`config.mk`:
```
export PLATFORM = sky130hd
export DESIGN_NAME = reg_dump_reader
export DESIGN_NICKNAME = d
export VERILOG_FILES = /design/src/rtl/reg_dump_reader.sv
export SDC_FILE = /design/constraint.sdc
export NUM_CORES = 1
export LEC_CHECK = 0
export CORE_ASPECT_RATIO = 0.7
export CORE_MARGIN = 2
export CORE_UTILIZATION = 47
export CTS_CLUSTER_SIZE = 40
export DETAILED_ROUTE_END_ITERATION = 6
export PLACE_DENSITY_LB_ADDON = 0.05
export SYNTH_ARGS = -nofsm -noshare
export SYNTH_HDL_FRONTEND = slang
export SYNTH_SLANG_ARGS = --single-unit
export TNS_END_PERCENT = 10
```
`constraint.sdc`:
```
create_clock -name clk -period 5.24 [get_ports clk]
set_clock_uncertainty 0.15 [all_clocks]
set_input_delay 0.524 -clock clk [delete_from_list [all_inputs] [get_ports clk]]
set_output_delay 0.524 -clock clk [all_outputs]
set_load 0.02 [all_outputs]
```
`src/rtl/reg_dump_reader.sv`:
```
// Register dump engine: walks a run of register indices through the register
// file's combinational read port and streams each value out on a valid/ready port.
module reg_dump_reader #(
    parameter int NUM_REGS = 32,
    parameter int ADDR_W   = 5,
    parameter int DATA_W   = 32
) (
    input  logic              clk,
    input  logic              rst,
    input  logic              start,
    input  logic [ADDR_W-1:0] first_addr,
    input  logic [ADDR_W:0]   count,
    input  logic              abort,
    output logic [ADDR_W-1:0] rf_raddr,
    input  logic [DATA_W-1:0] rf_rdata,
    output logic              m_valid,
    input  logic              m_ready,
    output logic [DATA_W-1:0] m_data,
    output logic [ADDR_W-1:0] m_addr,
    output logic              m_last,
    output logic              busy,
    output logic              done
);

    typedef enum logic [1:0] {IDLE, READ, SEND} state_t;

    localparam logic [ADDR_W-1:0] LAST_IDX = ADDR_W'(NUM_REGS - 1);
    localparam logic [ADDR_W-1:0] IDX_ONE  = ADDR_W'(1);
    localparam logic [ADDR_W:0]   CNT_ONE  = (ADDR_W+1)'(1);

    state_t            state, state_n;
    logic [ADDR_W-1:0] idx, idx_n, idx_inc;
    logic [ADDR_W:0]   remaining, remaining_n;
    logic              m_valid_n, m_last_n, done_n;
    logic [DATA_W-1:0] m_data_n;
    logic [ADDR_W-1:0] m_addr_n;
    logic              load_word;

    // Explicit wrap keeps the index correct even for a non-power-of-two bank.
    assign idx_inc  = (idx == LAST_IDX) ? '0 : idx + IDX_ONE;
    assign rf_raddr = idx;
    assign busy     = (state != IDLE);

    always_comb begin
        state_n     = state;
        idx_n       = idx;
        remaining_n = remaining;
        m_valid_n   = m_valid;
        m_last_n    = m_last;
        m_data_n    = m_data;
        m_addr_n    = m_addr;
        done_n      = 1'b0;
        load_word   = 1'b0;

        if (state != IDLE && abort) begin
            state_n   = IDLE;
            m_valid_n = 1'b0;
            m_last_n  = 1'b0;
            done_n    = 1'b1;
        end else begin
            case (state)
                IDLE: begin
                    if (start) begin
                        if (count != '0) begin
                            idx_n       = first_addr;
                            remaining_n = count;
                            state_n     = READ;
                        end else begin
                            done_n = 1'b1;
                        end
                    end
                end
                READ: begin
                    load_word = 1'b1;
                    state_n   = SEND;
                end
                SEND: begin
                    if (m_valid && m_ready) begin
                        if (m_last) begin
                            m_valid_n = 1'b0;
                            m_last_n  = 1'b0;
                            done_n    = 1'b1;
                            state_n   = IDLE;
                        end else begin
                            load_word = 1'b1;
                        end
                    end
                end
                default: state_n = IDLE;
            endcase
        end

        // Each word is a snapshot of rf_rdata taken at the moment it is loaded.
        if (load_word) begin
            m_data_n    = rf_rdata;
            m_addr_n    = idx;
            m_valid_n   = 1'b1;
            m_last_n    = (remaining == CNT_ONE);
            idx_n       = idx_inc;
            remaining_n = remaining - CNT_ONE;
        end
    end

    always_ff @(posedge clk or posedge rst) begin
        if (rst) begin
            state     <= IDLE;
            idx       <= '0;
            remaining <= '0;
            m_valid   <= 1'b0;
            m_last    <= 1'b0;
            m_data    <= '0;
            m_addr    <= '0;
            done      <= 1'b0;
        end else begin
            state     <= state_n;
            idx       <= idx_n;
            remaining <= remaining_n;
            m_valid   <= m_valid_n;
            m_last    <= m_last_n;
            m_data    <= m_data_n;
            m_addr    <= m_addr_n;
            done      <= done_n;
        end
    end

endmodule

```
==> results.json, run 1 <==
{
  "ys.flop_type": "dfrtp_1",
  "io_pins": 94,
  "row_count": 21,
  "synth-seq-area-share": 0.544,
  "fmax_ghz": 0.354,
  "nets": 413,
  "cts.sinks": 53,
  "synth_area_um2": 2440,
  "wl_per_cell_um": 14.1,
  "numCtsBuffers": 5,
  "crit_type": "input pin to flop",
  "critPathRequiredTime_ns": 5.28,
  "crit_fanout": 22,
  "syn_nets": 320,
  "grt_pass1_vias": 2155,
  "die_h_um": 64.2,
  "cts_resized": 0,
  "finalHoldViolations": 0,
  "synth_cells": 265,
  "p_leak_nw": 1.68,
  "final_cell_count_no_fill": 428,
  "drtIter0Drc": 117,
  "area_growth_pct": 44.8,
  "min_period_ns": 2.83,
  "post_cts_buffers": 0,
  "clock_latency_ns": 0.29,
  "syn_area_per_cell_um2": 9.19,
  "cp_cell_sequence": "clkdlybuf4s50_1, nand4b_1, a211oi_4, nor3_1, a221o_1",
  "tightest_slew_ns": 1.06,
  "fin_crit_sh": 0.539,
  "antenna_found_initial": 0,
  "critPathTopFamily": "compound AO/OA/AOI/OAI gates",
  "routed_wirelength_um": 6040,
  "final_cell_mix": "nand2_1 (115), clkdlybuf4s50_1 (93), dfrtp_1 (53)",
  "worst_ep_arrival_time_ns": 2.87,
  "hold_buffers": 0,
  "worst-path-buf-inv": 1,
  "endpoint_kind": "flop",
  "initial_core_util": 0.498,
  "max-slew-margin-rel": 0.294,
  "holdWs_ns": 0.328,
  "slowest_stage": "a211oi_4",
  "detailed_place_hpwl_um": 4420,
  "vias": 2163,
  "antennaDiodeCount": 0,
  "post-route-util": 0.722,
  "maxCapViolCount": 0,
  "yosys_warnings": 0,
  "die_width_um": 90.1,
  "clockRootBuffer": "clkbuf_8",
  "ys_seq_elements": 53,
  "cts_max_level": 2,
  "synth_edf_count": 0,
  "final_common_cell": "nand2_1",
  "clkSlewWorstSetupHoldPaths_ns": 0.09,
  "powerDensity_nw_per_um2": 591,
  "grt_usage": 0.219,
  "core-area_um2": 4890,
  "layout-drive-gt1-share": 0.0418,
  "cts_max_path_buffers": 2,
  "drc": 0,
  "gp_congestion": 0.847,
  "async_flop_share": 1.00,
  "placed_cells": 420,
  "hp-class": "flop to flop",
  "grt_pass1_wl_um": 10100,
  "maxSlewViolCount": 0,
  "ir_worst_vdd_mv": 0.266,
  "drtPass1Iterations": 5,
  "yosysUniqueCellTypes": 33,
  "rsz0062_at_grt": "no",
  "startpoint_type": "input pin",
  "cts_tree": "yes",
  "status": "finished clean",
  "fill_cells": 390,
  "ant_nets": 0,
  "overflow": 0,
  "die-area_um2": 5780,
  "cpPeakStageDelay_ns": 0.88,
  "via_per_inst": 5.05,
  "io_buffers": 93,
  "grt_max_degree": 54,
  "fin_setup_tns_ns": 0,
  "setup_viol": 0
}
path summary, 6_finish.rpt:
check                      slack (ns)  cells after the start      endpoint      start
hold / removal                   0.33                      2     m_addr[1]  m_addr[1]
max in group asynchronous        3.94                      3     m_data[7]        rst
setup reg to reg                 2.43                      6  remaining[2]   state[0]
hold reg to reg                  0.33                      2     m_addr[1]  m_addr[1]
min in group asynchronous        0.57                      3    m_data[28]        rst
setup / recovery                 2.41                      5  remaining[2]    m_ready
area by class of cell:
type                            instances  area (um^2)  area share
Clock buffer                            7         96.3      0.0273
Clock inverter                          1         5.00     0.00142
Inverter                               10         37.5      0.0106
Multi-Input combinational cell        191         1020       0.288
Sequential cell                        53         1330       0.376
Tap cell                               69         86.3      0.0245
Timing Repair Buffer                   97          961       0.272
sequential cells by signal, indices dropped and copies added, names as in the netlist:
register   count
remaining      6
m_valid        1
m_addr         5
state          2
m_data        32
m_last         1
rf_raddr       5
done           1
routing by layer:
layer / up-vias / GRT usage / part of all wire
li1: 1062 / - / -
met1: 1031 / 0.305 / 0.48
met2: 68 / 0.351 / 0.45
met3: 2 / 0.0601 / 0.067
met4: 0 / 0.0385 / 0.0020
met5: - / 0 / 0
cell usage after synthesis (2+ instances only):
| library cell | n | share of area |
|---|---|---|
| a21oi_1 | 3 | 0.0062 |
| a221o_1 | 6 | 0.025 |
| and3_1 | 4 | 0.010 |
| buf_2 | 9 | 0.018 |
| dfrtp_1 | 53 | 0.54 |
| ha_1 | 7 | 0.036 |
| inv_1 | 10 | 0.015 |
| mux2i_1 | 11 | 0.045 |
| nand2_1 | 115 | 0.18 |
| nand2b_1 | 2 | 0.0051 |
| nand3_1 | 3 | 0.0062 |
| nand4_1 | 2 | 0.0051 |
| nor2_1 | 7 | 0.011 |
| nor3_1 | 6 | 0.012 |
| nor3b_1 | 2 | 0.0062 |
| nor4_1 | 3 | 0.0077 |
| o21ai_0 | 3 | 0.0062 |
| o22ai_1 | 3 | 0.0077 |
| or3_1 | 2 | 0.0051 |
report_power, final:
group | internal (W) | switching [W] | total [W]
clock network | 0.000120 | 0.000129 | 0.000249
logic | 0.000503 | 0.000609 | 0.00111
registers | 0.000595 | 0.000130 | 0.000725
logic make-up after synthesis:
kind of cell	Yosys count	synth area share
muxes	11	0.0452
and+or+nand+nor	149	0.256
adders and majority gates	7	0.0360
buffers and inverters	21	0.0416
AOI/OAI and AO/OA	24	0.0765
DFF	53	0.544
metrics by stage:
stage | setup WS [ns] | cell area (um^2) | total power, W
2_1_floorplan | 3.28 | 2440 | 0.00137
3_3_place_gp | 2.13 | 3430 | 0.00182
3_5_place_dp | 2.12 | 3430 | 0.00185
4_1_cts | 2.42 | 3530 | 0.00210
5_1_grt | 2.23 | 3530 | 0.00224
6_report | 2.41 | 3530 | 0.00209
tightest hold or removal path, cell delays in order (launching register included):
cell and delay (ns):
dfrtp_1 0.35, nand2_1 0.05, nand2_1 0.05
Power figures use the tool's default switching activity.
==> inputs of run 2 (changes only) <==
Settings changed: CORE_UTILIZATION 47 to 39.
Clock period 5.24 ns to 2.55 ns, I/O delays scaled along.
==> run 2 against run 1 <==
  * Wire length rose by 0.15%
  * Cell area rose by 1.5%
  * Critical path type is now flop to flop
  * Sequential cell count did not move
  * Setup slack got worse by 2.1 ns
  * Combinational power rose by 110%
  * Die area rose by 19%
  * Worst hold slack got worse by 0.16 ns
  * Critical endpoint is now rf_raddr[2]
==> results.json, run 2 (synthesized netlist as in run 1, its figures left out) <==
{
  "status": "finished clean",
  "maxCapViolCount": 0,
  "grt_max_degree": 32,
  "clkSlewWorstSetupHoldPaths_ns": 0.09,
  "final_cell_mix": "nand2_1 (115), clkdlybuf4s50_1 (93), dfrtp_1 (53)",
  "via_per_inst": 4.80,
  "drc": 0,
  "initial_core_util": 0.398,
  "layout-drive-gt1-share": 0.0523,
  "wl_per_cell_um": 13.7,
  "hp-class": "input pin to async pin",
  "fill_cells": 579,
  "endpoint_kind": "flop",
  "startpoint_type": "flop",
  "rsz0062_at_grt": "no",
  "overflow": 0,
  "ir_worst_vdd_mv": 0.543,
  "holdWs_ns": 0.167,
  "fin_setup_tns_ns": 0,
  "clock_latency_ns": 0.30,
  "numCtsBuffers": 5,
  "reg_top3": "m_data x32, remaining x6",
  "clockRootBuffer": "clkbuf_8",
  "tightest_slew_ns": 0.542,
  "grt_pass1_wl_um": 10300,
  "cts.sinks": 53,
  "grt_pass1_vias": 2062,
  "cts_resized": 0,
  "hold_buffers": 0,
  "gp_congestion": 0.801,
  "post_dp_cell_area_um2": 3480,
  "final_common_cell": "nand2_1",
  "fin_crit_sh": 0.884,
  "cts_max_level": 2,
  "crit_fanout": 19,
  "cts_tree": "yes",
  "die-area_um2": 6900,
  "antenna_found_initial": 0,
  "post_cts_buffers": 0,
  "routed_wirelength_um": 6050,
  "fin_area_um2": 3580,
  "setup_viol": 0,
  "row_count": 24,
  "fmax_ghz": 0.444,
  "die_width_um": 98.5,
  "min_period_ns": 2.25,
  "io_buffers": 93,
  "crit_type": "flop to flop",
  "vias": 2119,
  "grt_usage": 0.186,
  "drtPass1Iterations": 4,
  "finalHoldViolations": 0,
  "maxSlewViolCount": 0,
  "cts_max_path_buffers": 2,
  "io_pins": 94,
  "nets": 417,
  "powerDensity_nw_per_um2": 1200,
  "worst_ep_arrival_time_ns": 2.29,
  "largest_reg_flops": 32,
  "ant_nets": 0,
  "max-slew-margin-rel": 0.638,
  "critPathRequiredTime_ns": 2.58,
  "die_h_um": 70.1,
  "core-area_um2": 6130,
  "p_leak_nw": 1.70,
  "area_growth_pct": 47.0,
  "detailed_place_hpwl_um": 4380,
  "top_register": "m_data",
  "drtIter0Drc": 88,
  "antennaDiodeCount": 0
}
==> run 2: final timing paths <==
| path | slack (ns) | end | cells past startpoint | startpoint |
|---|---|---|---|---|
| max | 0.30 | rf_raddr[2] | 7 | state[0] |
| min in group clk | 0.32 | m_data[4] | 3 | rf_rdata[4] |
| max in group asynchronous | 1.53 | rf_raddr[2] | 3 | rst |
| min reg2reg | 0.33 | m_addr[3] | 2 | m_addr[3] |
| min | 0.17 | m_data[14] | 2 | rst |
| max reg2reg | 0.30 | rf_raddr[2] | 7 | state[0] |
==> run 2: report_power, final <==
| group | total [W] | leakage, nW | internal (W) | switching [W] |
|---|---|---|---|---|
| sequential | 0.00148 | 0.666 | 0.00122 | 0.000259 |
| combinational | 0.00232 | 0.984 | 0.00107 | 0.00125 |
| clock | 0.000508 | 0.0542 | 0.000246 | 0.000263 |
==> run 2: per-stage QoR <==
| stage | total power, W | instances | utilization | setup WS [ns] |
|---|---|---|---|---|
| 2_1_floorplan | 0.00281 | 265 | - | 0.670 |
| 3_3_place_gp | 0.00380 | 433 | 0.568 | 0.257 |
| 3_5_place_dp | 0.00384 | 433 | 0.568 | 0.248 |
| 4_1_cts | 0.00437 | 441 | 0.585 | 0.283 |
| 5_1_grt | 0.00466 | 441 | 0.585 | 0.119 |
| 6_report | 0.00431 | 441 | 0.585 | 0.296 |
==> run 2: area by class of cell <==
type	instances	area, um^2	area share
sequential	53	1330	0.370
multi-input combinational	191	1020	0.284
clock buffer	7	96.3	0.0269
tap	78	97.6	0.0272
clock inverter	1	5.00	0.00140
timing repair buffer	101	1000	0.280
inverter	10	37.5	0.0105
==> run 2: metal layers <==
metal,vias up,part of all wire,GRT usage
met5,-,0,0
met4,0,0.0041,0.0426
met3,2,0.075,0.0571
met2,65,0.44,0.268
met1,982,0.48,0.276
li1,1070,-,-
==> run 2: worst max-delay path: stages (launching register included) <==
cell and delay [ns]:
dfrtp_1 0.39, inv_1 0.10, ha_1 0.25, nand4b_1 0.21, a211oi_4 0.32, buf_4 0.29
o22ai_1 0.12, a221o_1 0.31
